==> config.mk <==
export PLATFORM = sky130hd
export DESIGN_NAME = clock_div_sched
export DESIGN_NICKNAME = d
export VERILOG_FILES = /design/src/rtl/clock_div_sched_pkg.sv /design/src/rtl/clock_div_sched_period_cnt.sv /design/src/rtl/clock_div_sched.sv
export SDC_FILE = /design/constraint.sdc
export NUM_CORES = 1
export LEC_CHECK = 0
export CORE_MARGIN = 4
export CORE_UTILIZATION = 35
export DETAILED_ROUTE_END_ITERATION = 8
export SLEW_MARGIN = 20
export SYNTH_ARGS = -nofsm -noshare
export SYNTH_HDL_FRONTEND = slang
export SYNTH_SLANG_ARGS = --single-unit
==> constraint.sdc <==
create_clock -name clk_in -period 4.85 [get_ports clk_in]
set_clock_uncertainty 0.1 [all_clocks]
set_input_delay 0.485 -clock clk_in [delete_from_list [all_inputs] [get_ports clk_in]]
set_output_delay 0.485 -clock clk_in [all_outputs]
set_load 0.01 [all_outputs]
==> src/rtl/clock_div_sched_pkg.sv <==
// Shared definitions for the clock_div_sched block.
//   state_t  : FSM state encoding (IDLE, RUN, PEND)
//   MIN_DIV  : smallest divisor accepted by a div_req
//   PCOUNT_W : width of the optional period counter output
package clock_div_sched_pkg;

  typedef enum logic [1:0] {
    IDLE = 2'd0,
    RUN  = 2'd1,
    PEND = 2'd2
  } state_t;

  localparam int MIN_DIV  = 2;
  localparam int PCOUNT_W = 16;

endpackage

==> src/rtl/clock_div_sched_period_cnt.sv <==
// Period counter for clock_div_sched.
// Counts 0..n-1 while count is high and returns to 0 on wrap or when count
// is low. The next count value is exported so the parent can register
// outputs that line up with the counter value.
// Ports:
//   clk_in  : clock, rising edge
//   rst     : synchronous active-low reset
//   count   : keep counting this cycle (block running and enabled)
//   n       : current divisor
//   cnt_nx  : counter value for the next cycle
//   wrap    : current cycle is the last one of the period (cnt == n-1)
module div_period_cnt #(
  parameter int WIDTH = 8
) (
  input  logic             clk_in,
  input  logic             rst,
  input  logic             count,
  input  logic [WIDTH-1:0] n,
  output logic [WIDTH-1:0] cnt_nx,
  output logic             wrap
);

  logic [WIDTH-1:0] cnt;

  assign wrap   = (cnt == n - WIDTH'(1));
  assign cnt_nx = (count && !wrap) ? cnt + WIDTH'(1) : '0;

  always_ff @(posedge clk_in) begin
    if (!rst) cnt <= '0;
    else      cnt <= cnt_nx;
  end

endmodule

==> src/rtl/clock_div_sched.sv <==
// Programmable clock divider with glitch-free divisor scheduling.
// A new divisor requested while running is held in a shadow register and
// applied only at the end of the current period, so no period is cut short.
// Optional feature: define CLOCK_DIV_SCHED_PCOUNT_EN to add the pcount output.
// Ports:
//   clk_in  : system clock, rising edge
//   rst     : synchronous active-low reset
//   en      : run enable
//   div_req : request to load div_val as the divisor
//   div_val : requested divisor (period in clk_in cycles)
//   div_ack : pulse on the cycle the new divisor takes effect
//   busy    : a divisor is pending (shadow register in use)
//   err     : pulse after a rejected request (div_val < 2)
//   clk_out : divided clock, registered
//   pulse   : strobe on the last cycle of each period, registered
//   pcount  : (optional) number of periods completed, wraps at 16 bits
module clock_div_sched
  import clock_div_sched_pkg::*;
#(
  parameter int WIDTH       = 8,
  parameter int DEFAULT_DIV = 2
) (
  input  logic             clk_in,
  input  logic             rst,
  input  logic             en,
  input  logic             div_req,
  input  logic [WIDTH-1:0] div_val,
  output logic             div_ack,
  output logic             busy,
  output logic             err,
  output logic             clk_out,
  output logic             pulse
`ifdef CLOCK_DIV_SCHED_PCOUNT_EN
  ,
  output logic [PCOUNT_W-1:0] pcount
`endif
);

  localparam logic [WIDTH-1:0] MIN_DIV_W = WIDTH'(MIN_DIV);

  state_t           state, state_nx;
  logic [WIDTH-1:0] n, n_nx;
  logic [WIDTH-1:0] shadow, shadow_nx;
  logic [WIDTH-1:0] cnt_nx;
  logic             wrap;
  logic             accept, reject;
  logic             ack_q, ack_nx;
  logic             apply_now;

  // ceil(v/2): number of high cycles of clk_out for divisor v
  function automatic logic [WIDTH:0] half_up(input logic [WIDTH-1:0] v);
    return ({1'b0, v} + (WIDTH+1)'(1)) >> 1;
  endfunction

  div_period_cnt #(.WIDTH(WIDTH)) u_period (
    .clk_in (clk_in),
    .rst    (rst),
    .count  ((state != IDLE) && en),
    .n      (n),
    .cnt_nx (cnt_nx),
    .wrap   (wrap)
  );

  assign busy   = (state == PEND);
  assign accept = div_req && !busy && (div_val >= MIN_DIV_W);
  assign reject = div_req && !busy && (div_val <  MIN_DIV_W);

  // Shadow application is acknowledged in the cycle it happens (wrap or en
  // falling); immediate loads from a stopped divider are acknowledged one
  // cycle later through ack_q. A cycle under reset never acknowledges.
  assign div_ack = ack_q | (apply_now & rst);

  always_comb begin
    state_nx  = state;
    n_nx      = n;
    shadow_nx = shadow;
    ack_nx    = 1'b0;
    apply_now = 1'b0;
    case (state)
      IDLE: begin
        if (accept) begin
          n_nx   = div_val;
          ack_nx = 1'b1;
        end
        if (en) state_nx = RUN;
      end
      RUN: begin
        if (!en) begin
          state_nx = IDLE;
          if (accept) begin
            n_nx   = div_val;
            ack_nx = 1'b1;
          end
        end else if (accept) begin
          shadow_nx = div_val;
          state_nx  = PEND;
        end
      end
      PEND: begin
        if (!en || wrap) begin
          n_nx      = shadow;
          apply_now = 1'b1;
          state_nx  = en ? RUN : IDLE;
        end
      end
      default: state_nx = IDLE;
    endcase
  end

  // Outputs are computed from next-cycle values so they line up with cnt.
  always_ff @(posedge clk_in) begin
    if (!rst) begin
      state   <= IDLE;
      n       <= WIDTH'(DEFAULT_DIV);
      shadow  <= '0;
      ack_q   <= 1'b0;
      err     <= 1'b0;
      clk_out <= 1'b0;
      pulse   <= 1'b0;
    end else begin
      state   <= state_nx;
      n       <= n_nx;
      shadow  <= shadow_nx;
      ack_q   <= ack_nx;
      err     <= reject;
      clk_out <= (state_nx != IDLE) && ({1'b0, cnt_nx} < half_up(n_nx));
      pulse   <= (state_nx != IDLE) && (cnt_nx == n_nx - WIDTH'(1));
    end
  end

`ifdef CLOCK_DIV_SCHED_PCOUNT_EN
  always_ff @(posedge clk_in) begin
    if (!rst)       pcount <= '0;
    else if (pulse) pcount <= pcount + PCOUNT_W'(1);
  end
`endif

endmodule

==> results_dict.tcl <==
set metrics [dict create \
    path_cells "inv_1 -> ha_1 -> nand2_1 -> or3_1 -> a31oi_2 -> o31a_2 -> a2111oi_0 -> a311oi_2 -> buf_4 -> nor2_1 -> nand3b_1 -> xnor2_1 -> ha_1 -> a21oi_1 -> o211ai_1 -> a211oi_1" \
    startpoint "n[0]" \
    p_leak_nw 1.07 \
    crit_fanout 11 \
    status "finished clean" \
    routed_wl_mm 7.14 \
    mostFrequentLayoutCell "nor2_1" \
    synth_area_sq_mm 0.00268 \
    cts-root-buf "clkbuf_8" \
    multi_input_area_sq_mm 0.00189 \
    power.total_mw 0.759 \
    cts_resized 0 \
    die_area_sq_mm 0.00913 \
    h-tree-depth 2 \
    required_ns 4.96 \
    drc 0 \
    ys_ff_latch 30 \
    slowest_delay_ns 0.84 \
    cp_slowest_cell "a2111oi_0" \
    io_pins 17 \
    cts_tree "yes" \
    fmax_mhz 235 \
    rrSetupSlack_ns 0.59 \
    avgSynthCellArea_sq_um 8.21 \
    mostFrequentLayoutCells "42 x nor2_1, 30 x dfxtp_1, 22 x nand2_1, 17 x a21oi_1, 16 x clkdlybuf4s50_1" \
    dp_cells 429 \
    vias 2477 \
    crit_path_start_kind "flip-flop" \
    final.min_clock_period_ns 4.26 \
    drv_slew 0 \
    rows 31 \
    fillCellCount 760 \
    finalSetupViolations 0 \
    ys.warnings.count 0 \
    p_per_area_mw_per_mm2 254 \
    cts.clk_slew.worst_paths_ns 0.08 \
    rr_worst_depth 16 \
    worstHoldPathType "reg2reg" \
    clk_path_buf_depth 2 \
    grt_pass1_vias 2342 \
    wl_per_cell_um 16.3 \
    drtIter0Drc 185 \
    cap_violations 0 \
    seq_area_frac_synth 0.224 \
    reg2reg_to "clk_out" \
    ant_nets 0 \
    whs_endpoint "shadow[3]" \
    syn_nets 350 \
    n_antenna_cell 0 \
    antenna_found_initial 0 \
    core_sq_mm 0.00737 \
    peakVddDrop_mv 0.157 \
    fin_cells 437 \
    finalSetupTns_ns 0 \
    post_cts_buffers 0 \
    grt-ovfl-total 0 \
    utilization 0.406 \
    dp_hpwl_mm 5.44 \
    clk_latency_ns 0.29 \
    crit_path_end_kind "flip-flop" \
    vias_per_cell 5.67 \
    pre_cts_ws_ns 0.635 \
    cp_common_cell "ha_1" \
    cp.arrival_ns 4.37 \
    portBuffers 16 \
    hold_buffers 0 \
    final_nets 360 \
    die_w_um 95.6 \
    hp-start "shadow[3]" \
    post-route-period-util 0.879 \
    grt_pass1_wl_mm 11.8 \
    synth_edf_count 0 \
    whs_path_depth 2 \
    rsz0062_at_grt "false" \
    fin_ws_ns 0.588 \
    grt_max_degree 23 \
    start_util 0.364 \
    ys_async_sr_fraction 0 \
    slew_headroom 0.387 \
    die_y_um 95.6 \
    seq_area_sq_um 601 \
    worst_pin_slew_ns 0.896 \
    dr.pass1.iters 5 \
    ys.flop_type "dfxtp_1" \
    r2r_start "n[0]" \
    syn_to_final_growth_pct 11.5 \
    cts_sinks 30 \
    timing_hold_violations_final 0 \
    place.gp.congestion 0.928 \
    crit_type "reg2reg" \
    drive_gt1_frac 0.130 \
    ys_types 72 \
    numCtsBuffers 5 \
    grt_util_all_layers 0.162 \
    synth_cells 327 \
]
## metrics by stage
| stage | hold slack [ns] | area [sq um] |
|---|---|---|
| 5_1_grt | 0.477 | 2990 |
| 3_5_place_dp | 0.413 | 2880 |
| 4_1_cts | 0.433 | 2990 |
| 3_3_place_gp | 0.405 | 2880 |
| 2_1_floorplan | 0.375 | 2680 |
| 6_report | 0.427 | 2990 |
## where the power goes
| group | switching [mW] | leakage [nW] | total (mW) | internal (mW) |
|---|---|---|---|---|
| Sequential | 0.0172 | 0.244 | 0.272 | 0.255 |
| Clock | 0.111 | 0.0504 | 0.264 | 0.153 |
| Combinational | 0.129 | 0.773 | 0.223 | 0.0941 |
| Total | 0.257 | 1.07 | 0.759 | 0.502 |
## cell families (layout without fill, tap and decap cells)
kind of cell | count (synthesis) | after routing | share of synthesized area
AOI/OAI and AO/OA | 80 | 80 | 0.259
xor gates and xnor gates | 28 | 28 | 0.0914
adders and majority gates | 11 | 11 | 0.0513
buffers and inverters | 33 | 44 | 0.0727
DFF | 30 | 30 | 0.224
muxes | 9 | 9 | 0.0340
and+or+nand+nor | 136 | 136 | 0.268
## sequential cells by signal (all words and copies together), names as in the netlist
signal	cells
err	1
u_period.cnt	8
shadow	8
clk_out	1
n	8
state	2
ack_q	1
pulse	1
## worst max-delay path: cells and delay by family, from the launching register on
family	cells	cell delay (ns)
adder cells (fa/ha/maj)	2	0.68
flip-flops	1	0.48
AO/OA/AOI/OAI	7	1.97
buffers and inverters	2	0.36
XOR/XNOR	1	0.15
AND/OR/NAND/NOR	4	0.46
## routing by layer
layer | track usage | vias up | routed length (um)
met5 | 0 | - | 0
met2 | 0.247 | 90 | 3200
met3 | 0.0229 | 10 | 440
met1 | 0.233 | 1143 | 3390
met4 | 0.0557 | 0 | 106
li1 | - | 1234 | -
## cell usage after synthesis (8+ instances only)
| cell | count | area [sq um] |
|---|---|---|
| ha_1 | 11 | 138 |
| nor3_1 | 14 | 70.1 |
| xor2_1 | 14 | 123 |
| inv_1 | 12 | 45.0 |
| nor2_1 | 42 | 158 |
| xnor2_1 | 14 | 123 |
| a21oi_1 | 17 | 85.1 |
| nand3_1 | 15 | 75.1 |
| dfxtp_1 | 30 | 601 |
| o21ai_0 | 9 | 45.0 |
| mux2i_1 | 8 | 80.1 |
| nand2_1 | 22 | 82.6 |
## how the worst max path moves through the flow
| stage | to | slack (ns) | depth (start not counted) |
|---|---|---|---|
| floorplan | clk_out | 1.21 | 18 |
| global placement | clk_out | 0.64 | 14 |
| global route | clk_out | 0.33 | 16 |
| finish | clk_out | 0.59 | 16 |
| detailed placement | clk_out | 0.64 | 15 |
| CTS | clk_out | 0.63 | 16 |
## final cells by class
class | count | area share
clock buffers | 5 | 0.0230
flip-flops and latches | 30 | 0.201
multi-input cells | 264 | 0.631
inverters | 12 | 0.0151
clock inverters | 3 | 0.0151
well taps | 99 | 0.0414
repair buffers | 24 | 0.0736
No activity file was read; power rests on OpenSTA's default activity.
